$ cat src/rtl/i2c_arbiter_if.sv
// Requester-side and i2c_master-side signals of the I2C command arbiter.
// The arbiter uses the slave modport; the driving environment uses master.
interface i2c_arbiter_if;
  logic [1:0]  req;
  logic [1:0]  gnt;
  logic [1:0]  cmd_start;
  logic [1:0]  cmd_end;
  logic [1:0]  cmd_write;
  logic [1:0]  cmd_read;
  logic [15:0] wdata;
  logic [1:0]  ready;
  logic [1:0]  error;
  logic [7:0]  rdata;
  logic        m_start;
  logic        m_end;
  logic        m_write;
  logic        m_read;
  logic [7:0]  m_out;
  logic        m_ready;
  logic        m_error;
  logic [7:0]  m_in;

  modport slave (
    input  req, cmd_start, cmd_end, cmd_write, cmd_read, wdata,
           m_ready, m_error, m_in,
    output gnt, ready, error, rdata,
           m_start, m_end, m_write, m_read, m_out
  );

  modport master (
    output req, cmd_start, cmd_end, cmd_write, cmd_read, wdata,
           m_ready, m_error, m_in,
    input  gnt, ready, error, rdata,
           m_start, m_end, m_write, m_read, m_out
  );
endinterface

$ cat src/rtl/i2c_arbiter.sv
// Round-robin arbiter sharing one i2c_master between two config sequencers;
// grants cover whole transactions and abandoned/stalled ones are closed here.
module i2c_arbiter #(
  parameter int unsigned TIMEOUT = 4096,
  parameter int unsigned HOLDOFF = 2
) (
  input  logic        clock,
  input  logic        reset,
  i2c_arbiter_if.slave bus
);

  typedef enum logic [1:0] {IDLE, GRANT, BUSY, CLEANUP} state_t;

  state_t      state;
  logic        last;
  logic        open;
  logic        ended;
  logic [15:0] tcnt;
  logic [15:0] hcnt;
  logic        g;
  logic        win;
  logic [3:0]  strb;
  logic        acc;
  logic        multi;
  logic        tmo;
  logic        rel;
  logic        pulse;
  logic [1:0]  err_n;

  assign g     = bus.gnt[1];
  assign strb  = {bus.cmd_start[g], bus.cmd_end[g], bus.cmd_write[g], bus.cmd_read[g]};
  assign bus.ready = bus.gnt & {2{(state == GRANT) && bus.m_ready}};
  assign bus.rdata = bus.m_in;

  assign acc   = bus.ready[g] && ($countones(strb) == 1);
  assign multi = bus.ready[g] && ($countones(strb) > 1);
  assign tmo   = (tcnt == 16'(TIMEOUT));
  // An accepted command always wins over a release in the same cycle.
  assign rel   = (state == GRANT) && !acc && (!bus.req[g] || tmo);
  assign pulse = (state == GRANT) && !acc && (multi || (bus.req[g] && tmo));

  always_comb begin
    win = (bus.req == 2'b11) ? ~last : bus.req[1];
  end

  always_comb begin
    err_n = '0;
    if (bus.gnt != 2'b00) err_n[g] = bus.m_error | pulse;
  end

  always_ff @(posedge clock or posedge reset) begin
    if (reset) begin
      state       <= IDLE;
      last        <= 1'b1;
      open        <= 1'b0;
      ended       <= 1'b0;
      tcnt        <= '0;
      hcnt        <= '0;
      bus.gnt     <= '0;
      bus.error   <= '0;
      bus.m_start <= 1'b0;
      bus.m_end   <= 1'b0;
      bus.m_write <= 1'b0;
      bus.m_read  <= 1'b0;
      bus.m_out   <= '0;
    end else begin
      bus.m_start <= 1'b0;
      bus.m_end   <= 1'b0;
      bus.m_write <= 1'b0;
      bus.m_read  <= 1'b0;
      bus.error   <= err_n;
      case (state)
        IDLE: begin
          if (bus.req != 2'b00) begin
            bus.gnt <= win ? 2'b10 : 2'b01;
            last    <= win;
            tcnt    <= '0;
            state   <= GRANT;
          end
        end
        GRANT: begin
          if (acc) begin
            bus.m_start <= strb[3];
            bus.m_end   <= strb[2];
            bus.m_write <= strb[1];
            bus.m_read  <= strb[0];
            if (strb[1]) bus.m_out <= g ? bus.wdata[15:8] : bus.wdata[7:0];
            if (strb[3]) open <= 1'b1;
            if (strb[2]) open <= 1'b0;
            hcnt  <= 16'(HOLDOFF);
            state <= BUSY;
          end else if (rel) begin
            if (open) begin
              ended <= 1'b0;
              state <= CLEANUP;
            end else begin
              bus.gnt <= '0;
              state   <= IDLE;
            end
          end else if (!tmo) begin
            tcnt <= tcnt + 16'd1;
          end
        end
        BUSY: begin
          tcnt <= '0;
          if (hcnt != 16'd0) hcnt <= hcnt - 16'd1;
          else if (bus.m_ready) state <= GRANT;
        end
        CLEANUP: begin
          // First phase issues the closing m_end, second waits out its holdoff.
          if (!ended) begin
            if (bus.m_ready) begin
              bus.m_end <= 1'b1;
              open      <= 1'b0;
              ended     <= 1'b1;
              hcnt      <= 16'(HOLDOFF);
            end
          end else if (hcnt != 16'd0) begin
            hcnt <= hcnt - 16'd1;
          end else if (bus.m_ready) begin
            bus.gnt <= '0;
            state   <= IDLE;
          end
        end
        default: state <= IDLE;
      endcase
    end
  end

endmodule

$ cat src/flat_wrapper.sv
// flat-port wrapper written by rule: the top's interface ports become plain ports
module i2c_arbiter_flat 
#(
  parameter int unsigned TIMEOUT = 4096,
  parameter int unsigned HOLDOFF = 2
)
  (clock, reset, bus_req, bus_cmd_start, bus_cmd_end, bus_cmd_write, bus_cmd_read, bus_wdata, bus_m_ready, bus_m_error, bus_m_in, bus_gnt, bus_ready, bus_error, bus_rdata, bus_m_start, bus_m_end, bus_m_write, bus_m_read, bus_m_out);
  i2c_arbiter_if bus_i ();
  input  logic clock;
  input  logic reset;
  input wire logic [$bits(bus_i.req)-1:0] bus_req;
  input wire logic [$bits(bus_i.cmd_start)-1:0] bus_cmd_start;
  input wire logic [$bits(bus_i.cmd_end)-1:0] bus_cmd_end;
  input wire logic [$bits(bus_i.cmd_write)-1:0] bus_cmd_write;
  input wire logic [$bits(bus_i.cmd_read)-1:0] bus_cmd_read;
  input wire logic [$bits(bus_i.wdata)-1:0] bus_wdata;
  input wire logic [$bits(bus_i.m_ready)-1:0] bus_m_ready;
  input wire logic [$bits(bus_i.m_error)-1:0] bus_m_error;
  input wire logic [$bits(bus_i.m_in)-1:0] bus_m_in;
  output wire logic [$bits(bus_i.gnt)-1:0] bus_gnt;
  output wire logic [$bits(bus_i.ready)-1:0] bus_ready;
  output wire logic [$bits(bus_i.error)-1:0] bus_error;
  output wire logic [$bits(bus_i.rdata)-1:0] bus_rdata;
  output wire logic [$bits(bus_i.m_start)-1:0] bus_m_start;
  output wire logic [$bits(bus_i.m_end)-1:0] bus_m_end;
  output wire logic [$bits(bus_i.m_write)-1:0] bus_m_write;
  output wire logic [$bits(bus_i.m_read)-1:0] bus_m_read;
  output wire logic [$bits(bus_i.m_out)-1:0] bus_m_out;
  assign bus_i.req = bus_req;
  assign bus_i.cmd_start = bus_cmd_start;
  assign bus_i.cmd_end = bus_cmd_end;
  assign bus_i.cmd_write = bus_cmd_write;
  assign bus_i.cmd_read = bus_cmd_read;
  assign bus_i.wdata = bus_wdata;
  assign bus_i.m_ready = bus_m_ready;
  assign bus_i.m_error = bus_m_error;
  assign bus_i.m_in = bus_m_in;
  assign bus_gnt = bus_i.gnt;
  assign bus_ready = bus_i.ready;
  assign bus_error = bus_i.error;
  assign bus_rdata = bus_i.rdata;
  assign bus_m_start = bus_i.m_start;
  assign bus_m_end = bus_i.m_end;
  assign bus_m_write = bus_i.m_write;
  assign bus_m_read = bus_i.m_read;
  assign bus_m_out = bus_i.m_out;
  i2c_arbiter #(.TIMEOUT(TIMEOUT), .HOLDOFF(HOLDOFF)) u_core (.clock(clock), .reset(reset), .bus(bus_i));
endmodule
$ cat config.mk
export PLATFORM = sky130hd
export DESIGN_NAME = i2c_arbiter_flat
export DESIGN_NICKNAME = d
export VERILOG_FILES = /design/src/rtl/i2c_arbiter_if.sv /design/src/rtl/i2c_arbiter.sv /design/src/flat_wrapper.sv
export SDC_FILE = /design/constraint.sdc
export NUM_CORES = 1
export LEC_CHECK = 0
export CAP_MARGIN = 30
export CORE_MARGIN = 2
export CORE_UTILIZATION = 40
export DETAILED_ROUTE_END_ITERATION = 6
export GPL_ROUTABILITY_DRIVEN = 0
export PLACE_DENSITY_LB_ADDON = 0.25
export SYNTH_ARGS = -nofsm -noshare
export SYNTH_HDL_FRONTEND = slang
export SYNTH_SLANG_ARGS = --single-unit
$ cat constraint.sdc
create_clock -name clock -period 5.31 [get_ports clock]
set_clock_uncertainty 0.15 [all_clocks]
set_input_delay 0.7965 -clock clock [delete_from_list [all_inputs] [get_ports clock]]
set_output_delay 0.7965 -clock clock [all_outputs]
set_load 0.02 [all_outputs]
== After elaboration in Yosys (flattened, before gate mapping) ==
Index checks and enable logic that the tools add are counted.

* $add $sub $neg: 5
* Magnitude comparators: 3
* Equality and inequality tests: 23
* Mux-type cells: 64
* Bitwise operators: 4
* Reduce and logical (&&, ||, !) cells: 28

{| class="wikitable"
|+ Operator list
! operator !! number
|-
| 2-to-1 mux 16 bit || 8
|-
| one-hot mux 16 bit (3 select lines) || 2
|-
| adder 32 bit || 1
|-
| == test 32 x 2 -> 1 bit, second input constant || 1
|-
| > comparator 32 x 2 -> 1 bit, second input constant || 1
|-
| 2-to-1 mux 1 bit || 32
|-
| 2-to-1 mux 2 bit || 15
|-
| != test 2 bit, second input constant || 9
|-
| adder 16 x 1 -> 16 bit, second input constant || 1
|-
| == test 16 x 13 -> 1 bit, second input constant || 1
|-
| nonzero test 16 bit || 1
|-
| subtractor 16 x 1 -> 16 bit, second input constant || 1
|-
| != test 2 x 1 -> 1 bit, second input constant || 5
|-
| AND reduction 5 bit || 2
|-
| nonzero test 3 bit || 3
|-
| logical AND 1 bit || 8
|-
| 2-to-1 mux 8 bit || 1
|-
| one-hot mux 2 bit (4 select lines) || 1
|-
| AND reduction 8 bit || 1
|-
| AND reduction 7 bit || 1
|-
| == test 2 bit, second input constant || 3
|-
| != test 3 x 1 -> 1 bit, second input constant || 2
|-
| one-hot mux 1 bit (2 select lines) || 3
|-
| one-hot mux 2 bit (3 select lines) || 1
|-
| other kinds (16) || 23
|}

* Register bits: 53
* Input bits: 38
* Logic and storage cells: 140

== Logic depth before layout (Yosys ltp) ==
Gate-level depths: netlist of run 1.

* Word-level depth: 12
* Depth in mapped cells: 14
* Mapped depth without buffers: 10

== Worst setup path before layout of run 1 ==
OpenSTA, ideal clock, no wires.

* Path type: input port to flip-flop
* Start: in bus_cmd_end[1]
* End: reg u_core.hcnt[12]
* Arrival time: 3891 ps
* Setup slack: 1147 ps
* Stages: 11
* Path through: mux2i_1 > inv_1 > ha_1 > ha_1 > fa_1 > or3b_1 > o22a_1 > or4_1 > buf_2 > or4_1 > mux2i_1

* Longest elaborated chain between the ends: 8

{| class="wikitable"
|+ RTL lines
! element !! RTL line !! source
|-
| start: declaration || flat_wrapper.sv:13 || <nowiki>input wire logic [$bits(bus_i.cmd_end)-1:0] bus_cmd_end;</nowiki>
|-
| 2-to-1 mux 1 bit (implied by the code) (2 in a row) || i2c_arbiter.sv:31 || <nowiki>assign strb = {bus.cmd_start[g], bus.cmd_end[g], bus.cmd_write[g], bus.cmd_read[g]};</nowiki>
|-
| adder 1 x 1 -> 2 bit (implied by the code) || i2c_arbiter.sv:35 || <nowiki>assign acc = bus.ready[g] && ($countones(strb) == 1);</nowiki>
|-
| adder 32 bit (implied by the code) || i2c_arbiter.sv:35 ||
|-
| == test 32 x 2 -> 1 bit || i2c_arbiter.sv:35 ||
|-
| logical AND 1 bit || i2c_arbiter.sv:35 ||
|-
| != test 2 x 1 -> 1 bit (no line) || - ||
|-
| AND reduction 3 bit (no line) || - ||
|-
| end signal: assignment || i2c_arbiter.sv:90 || <nowiki>hcnt <= 16'(HOLDOFF);</nowiki>
|-
| end signal: assignment || i2c_arbiter.sv:106 || <nowiki>if (hcnt != 16'd0) hcnt <= hcnt - 16'd1;</nowiki>
|-
| end signal: assignment || i2c_arbiter.sv:116 || <nowiki>hcnt <= 16'(HOLDOFF);</nowiki>
|-
| end: declaration || i2c_arbiter.sv:19 || <nowiki>logic [15:0] hcnt;</nowiki>
|}

Every way passes these cells. The select of a mux whose other input is x is not followed.
A chain may end at the register's enable or synchronous reset.

== Final worst setup path of run 1 ==
Ends and elaborated chain as after synthesis.

==> flow_summary.ini, run 1 <==
[global_route]
grt_usage = 0.181
grt_use_met3 = 0.0496
grt_antenna_before_repair = 0
grt_pass1_vias = 2670
grt_max_degree = 54
grt_overflow = 0
use_met1 = 0.225
grt_first_pass_wirelength_mm = 12.4
grt-busiest-layer = met2
grtUsageMet2 = 0.306

[clock_tree]
htreeDepth = 2
cts_tree = built
hold_buffers = 0
clkLatencyLatePin_ns = 0.32
root_buffer = clkbuf_8
post-cts-setup-buffers = 0
clock_path_buffers = 2
ctsResizeCount = 0
cts_num_sinks = 53
cts_buffers = 5
clk_pin_slew_ns = 0.10

[route]
routed_wl_mm = 7.15
vias_per_cell = 5.70
routedWlPerCell_um = 15.3
drc = 0
via_count = 2661
drt_iter0_drc = 119
dr.pass1.iters = 4
antenna_left = 0

[critical_path]
reg2reg_setup_slack_ns = 1.12
critPathLaunchType = input pin
critPathSlowestCell = or4_1
setup.worst_path.class = input pin to register
reg2reg_from = u_core.bus.gnt[1]$_DFFE_PP0P_
crit_path_end_kind = register
cp_top_family = simple AND/OR/NAND/NOR gates
cp.buffers_inverters = 2
worstPathCellList = clkdlybuf4s50_1 -> mux2i_1 -> inv_1 -> ha_1 -> ha_1 -> fa_1 -> or3b_1 -> o22a_1 -> or4_1 -> or4_1 -> mux2i_1
timing.rr.end = u_core.hcnt[12]$_DFFE_PP0P_
max_stage_delay_ns = 0.68
critPathArrivalTime_ns = 4.57
required_ns = 5.36
reg2reg_depth = 10
cp_max_fo = 10

[timing]
period_share = 0.851
worst_slack_ns = 0.792
hold_ws_ns = 0.382
setup_viol = 0
report.final.slew_viol_count = 0
grt_setup_unrepaired = no
max-slew-margin-rel = 0.535
fmax_ghz = 0.221
hold_viol_final = 0
tns_ns = 0
fin_crit_ns = 4.52
worst_slew_pin_slew_ns = 0.698

[outcome]
status = finished clean

[yosys]
synth_common_cells = 52 x dfrtp_1, 30 x a21oi_1, 27 x nor2_1
synthMuxAreaShare = 0.0671
yosys.area_share.simple = 0.222
syn_area_per_cell_sq_um = 9.41
synth_compound_area_frac = 0.163
synth_seq_cells = 53
synth_top_area_share = 0.415
async_flop_share = 1.00
synth-warning-count = 0
ys_seq_area_frac = 0.424
synth_top_cell_by_area = dfrtp_1
synth_xor_area_frac = 0.0168
synth_area_leaders = dfrtp_1 42%, a21oi_1 4.8%, or4_1 4.6%, ha_1 4.4%, mux2i_1 3.8%
synthAdderAreaFrac = 0.0503
synth-main-ff-cell = dfrtp_1
yosysMostFrequentCell = dfrtp_1
netlist_area_sq_um = 3130
synth_edf_count = 0
postSynthCellCount = 333
syn_nets = 383
synth_cell_types = 49
synth_top_family_by_area = simple AND/OR/NAND/NOR gates

[floorplan]
rows = 32
core_region_area_sq_um = 7650
die_area_sq_um = 8560
ios = 64
floorplan.initialDensity = 0.410
dieHeight_um = 92.5
die_x_um = 92.5

[worst_hold_path]
min_from = u_core.bus.m_out[6]$_DFFE_PP0P_
hold_class = register to register
holdPathEnd = u_core.bus.m_out[6]$_DFFE_PP0P_
hold_depth = 2

[power]
p_leak_nw = 1.55
peakVddDrop_uv = 290
powerDensity_nw_per_um2 = 491

[final_layout]
utilization = 0.490
diodes = 0
final_layout_size_suffix_gt1_frac = 0.0822
syn2layout_area_growth_pct = 19.6
fillers = 695
nNetsFinal = 414

[place]
place_ws_ns = 0.490
port_buffers = 47
dp_hpwl_mm = 5.04

[flow_run]
cap_violations = 0
[tightest hold or removal path, cell delays in order (launching register included)]
cell and delay [ns]:
dfrtp_1 0.35, nor2_1 0.05, a21oi_1 0.10
[stage by stage]
stage / power [mW] / area, sq um / instances
after global placement: 1.53 / 3630 / 459
after CTS: 1.85 / 3750 / 467
after floorplan: 1.32 / 3130 / 333
final: 1.84 / 3750 / 467
after detailed placement: 1.55 / 3630 / 459
after global routing: 1.99 / 3750 / 467
[area by class of cell]
cell class              count  area [sq um]  area share
clock buffers               6          82.6      0.0220
clock inverters             2          37.5      0.0100
repair buffers             51           500       0.134
inverters                  12          45.0      0.0120
multi-input cells         241          1630       0.434
well taps                 102           128      0.0341
flip-flops and latches     53          1330       0.354
[flip-flops by register name, summed over array words and instances, names as in the netlist]
register            cells
u_core.state            2
u_core.open             1
u_core.ended            1
u_core.bus.m_start      1
u_core.tcnt            16
u_core.bus.m_end        1
u_core.bus.gnt          2
u_core.bus.m_write      1
u_core.last             1
u_core.bus.m_read       1
u_core.bus.error        2
u_core.hcnt            16
u_core.bus.m_out        8
[metal layers]
metal | vias to the layer above | wire length (um)
li1 | 1284 | -
met1 | 1299 | 3210
met2 | 68 | 3370
met3 | 10 | 481
met4 | 0 | 87
met5 | - | 0
[cells by family (layout without fill, tap and decap cells)]
logic type               count (synthesis)  in the layout
AND/OR/NAND/NOR                        123            123
adder cells (fa/ha/maj)                 12             12
flip-flops                              53             53
XOR/XNOR                                 6              6
multiplexers                            20             20
AO/OA/AOI/OAI                           80             80
buffers and inverters                   39             71
[worst max-delay path by stage]
stage	start	end	slack [ns]	cells after the start
2_1_floorplan	bus_cmd_end[1]	u_core.hcnt[12]$_DFFE_PP0P_	1.15	11
3_3_place_gp	bus_cmd_end[1]	u_core.hcnt[12]$_DFFE_PP0P_	0.57	11
3_5_place_dp	bus_cmd_end[0]	u_core.hcnt[12]$_DFFE_PP0P_	0.49	11
4_1_cts	bus_cmd_end[1]	u_core.hcnt[12]$_DFFE_PP0P_	0.81	11
5_1_grt	bus_cmd_end[1]	u_core.hcnt[9]$_DFFE_PP0P_	0.61	11
6_report	bus_cmd_end[1]	u_core.hcnt[12]$_DFFE_PP0P_	0.79	11
[power breakdown]
part | internal [mW] | total, mW | switching [mW] | leakage [nW]
Sequential | 0.517 | 0.620 | 0.103 | 0.700
Clock | 0.153 | 0.293 | 0.140 | 0.0574
Combinational | 0.392 | 0.925 | 0.533 | 0.788
[layout by cell type (no fill, tap or decap), types with 2 or more instances in the layout]
cell / synthesis / final
mux2_2: 8 / 8
nand2b_1: 5 / 5
inv_1: 12 / 11
nor4_1: 5 / 5
nand4_1: 2 / 2
o41ai_1: 2 / 2
or4_1: 19 / 19
buf_4: 8 / 4
nor3_1: 3 / 3
xnor2_1: 6 / 6
and3_1: 4 / 4
a2111oi_0: 2 / 2
nor2_1: 27 / 27
clkbuf_8: 0 / 6
and4_1: 2 / 2
mux2i_1: 12 / 12
o22ai_1: 4 / 4
nand3_1: 10 / 10
and2_1: 2 / 2
o31ai_1: 15 / 15
nor3b_1: 2 / 2
a211oi_1: 4 / 4
a2bb2oi_1: 2 / 2
or4b_2: 2 / 2
dfrtp_1: 52 / 52
clkdlybuf4s50_1: 0 / 47
o211ai_1: 3 / 3
or2_2: 4 / 4
a21oi_1: 30 / 30
or3_1: 11 / 11
o21ai_0: 9 / 9
a31oi_1: 2 / 2
nor2b_1: 4 / 4
nand2_1: 17 / 17
ha_1: 11 / 11
(Power assumes the default switching activity.)
==> run 2: changes to the inputs <==
--- a/config.mk
+++ b/config.mk
@@ -10,7 +10,6 @@
 export CORE_UTILIZATION = 40
 export DETAILED_ROUTE_END_ITERATION = 6
 export GPL_ROUTABILITY_DRIVEN = 0
-export PLACE_DENSITY_LB_ADDON = 0.25
 export SYNTH_ARGS = -nofsm -noshare
 export SYNTH_HDL_FRONTEND = slang
 export SYNTH_SLANG_ARGS = --single-unit
==> run 2 against run 1 <==
Worst hold slack improved by 0.0030 ns. Global-route usage shrank 0.57 points. First-iteration DRC count increased by 5.0%. Clock power decreased by 18%. Sequential share of layout area increased by 0.25 points. Fmax increased by 1.0%. Register-to-register slack worse by 0.10 ns. Routed wire length shrank 2.4%. Clock-buffer cell count is 1 lower. Sequential power about the same. Combinational power hardly changed. Critical path depth is the same. Largest power group unchanged.
==> flow_summary.ini, run 2 (same netlist as run 1, synthesis figures left out) <==
[clock_tree]
ctsResizeCount = 0
hold_buffers = 0
cts_buffers = 5
clkLatencyLatePin_ns = 0.31
htreeDepth = 2
root_buffer = clkbuf_8
cts_tree = built
post-cts-setup-buffers = 0
clk_pin_slew_ns = 0.11
clock_path_buffers = 2
cts_num_sinks = 53

[final_layout]
seq_area_sq_um = 1330
reg_top3 = u_core.hcnt (16), u_core.tcnt (16), u_core.bus.m_out (8)
multi_input_area_sq_um = 1630
utilization = 0.486
fillers = 713
stdcell_count = 467
final_cell_mix = 52 x dfrtp_1, 47 x clkdlybuf4s50_1, 30 x a21oi_1
final_cell_area_sq_um = 3720
final_layout_size_suffix_gt1_frac = 0.0822
diodes = 0
nNetsFinal = 414
final_common_cell = dfrtp_1
syn2layout_area_growth_pct = 18.7

[critical_path]
setup.worst_path.class = input pin to register
critPathArrivalTime_ns = 4.53
cp_max_fo = 10
required_ns = 5.36
worstPathCellList = clkdlybuf4s50_1 -> mux2i_1 -> inv_1 -> ha_1 -> ha_1 -> fa_1 -> or3b_1 -> o22a_1 -> or4_1 -> or4_1 -> mux2i_1
critPathLaunchType = input pin
cp_top_family = simple AND/OR/NAND/NOR gates
max_stage_delay_ns = 0.68
crit_path_end_kind = register
cp.buffers_inverters = 2
critPathSlowestCell = or4_1

[timing]
max-slew-margin-rel = 0.525
worst_slew_pin_slew_ns = 0.713
grt_setup_unrepaired = no
tns_ns = 0
hold_viol_final = 0
fmax_ghz = 0.224
hold_ws_ns = 0.385
period_share = 0.842
setup_viol = 0
fin_crit_ns = 4.47
report.final.slew_viol_count = 0
worst_slack_ns = 0.838

[floorplan]
floorplan.initialDensity = 0.410
core_region_area_sq_um = 7650
ios = 64
rows = 32
die_area_sq_um = 8560
die_x_um = 92.5
dieHeight_um = 92.5

[power]
peakVddDrop_uv = 192
power.total_mw = 1.79
powerDensity_nw_per_um2 = 480
p_leak_nw = 1.53

[route]
vias_per_cell = 5.57
drc = 0
antenna_left = 0
drt_iter0_drc = 125
routedWlPerCell_um = 14.9
via_count = 2603
dr.pass1.iters = 4
routed_wl_mm = 6.98

[flow_run]
cap_violations = 0

[global_route]
grt_usage = 0.175
grt_pass1_vias = 2572
grt_overflow = 0
grt_max_degree = 54
grt_first_pass_wirelength_mm = 12.2
grt_antenna_before_repair = 0

[outcome]
status = finished clean

[place]
dp.cells = 459
post_dp_cell_area_sq_um = 3630
place_ws_ns = 0.506
port_buffers = 47
dp_hpwl_mm = 5.07

[worst_hold_path]
hold_class = register to register
## run 2: cell count changes in the layout (fill, tap and decap cells not counted)
cell,delta
inv_6,+2
bufinv_16,-1
clkbuf_8,-1
## run 2: where the power goes
group	switching [mW]	internal, mW
clock	0.144	0.0964
combinational	0.531	0.395
sequential	0.102	0.517
## run 2: final cells by class
class / count / area share
multi-input combinational: 241 / 0.437
sequential: 53 / 0.357
timing repair buffer: 51 / 0.135
tap: 102 / 0.0343
clock buffer: 5 / 0.0185
inverter: 12 / 0.0121
clock inverter: 3 / 0.00673
## run 2: tightest hold or removal path, delay by kind of cell, from the launching register on
kind,cells,cell delay [ns]
DFF,1,0.36
AOI/OAI and AO/OA,1,0.10
and+or+nand+nor,1,0.05
## run 2: routing by layer
metal / wire length [um] / track usage
met1: 3120 / 0.219
met2: 3260 / 0.291
met3: 476 / 0.0537
met4: 113 / 0.0510
met5: 0 / 0
## run 2: path summary, 6_finish.rpt
check | from | to | slack (ns) | cells past startpoint
max | bus_cmd_end[1] | u_core.hcnt[12]$_DFFE_PP0P_ | 0.84 | 11
min | u_core.bus.m_out[0]$_DFFE_PP0P_ | u_core.bus.m_out[0]$_DFFE_PP0P_ | 0.38 | 2
max reg2reg | u_core.bus.gnt[1]$_DFFE_PP0P_ | u_core.hcnt[12]$_DFFE_PP0P_ | 1.02 | 10
min reg2reg | u_core.bus.m_out[0]$_DFFE_PP0P_ | u_core.bus.m_out[0]$_DFFE_PP0P_ | 0.38 | 2
max in group asynchronous | reset | u_core.open$_DFFE_PP0P_ | 3.74 | 3
min in group asynchronous | reset | u_core.hcnt[6]$_DFFE_PP0P_ | 0.83 | 3
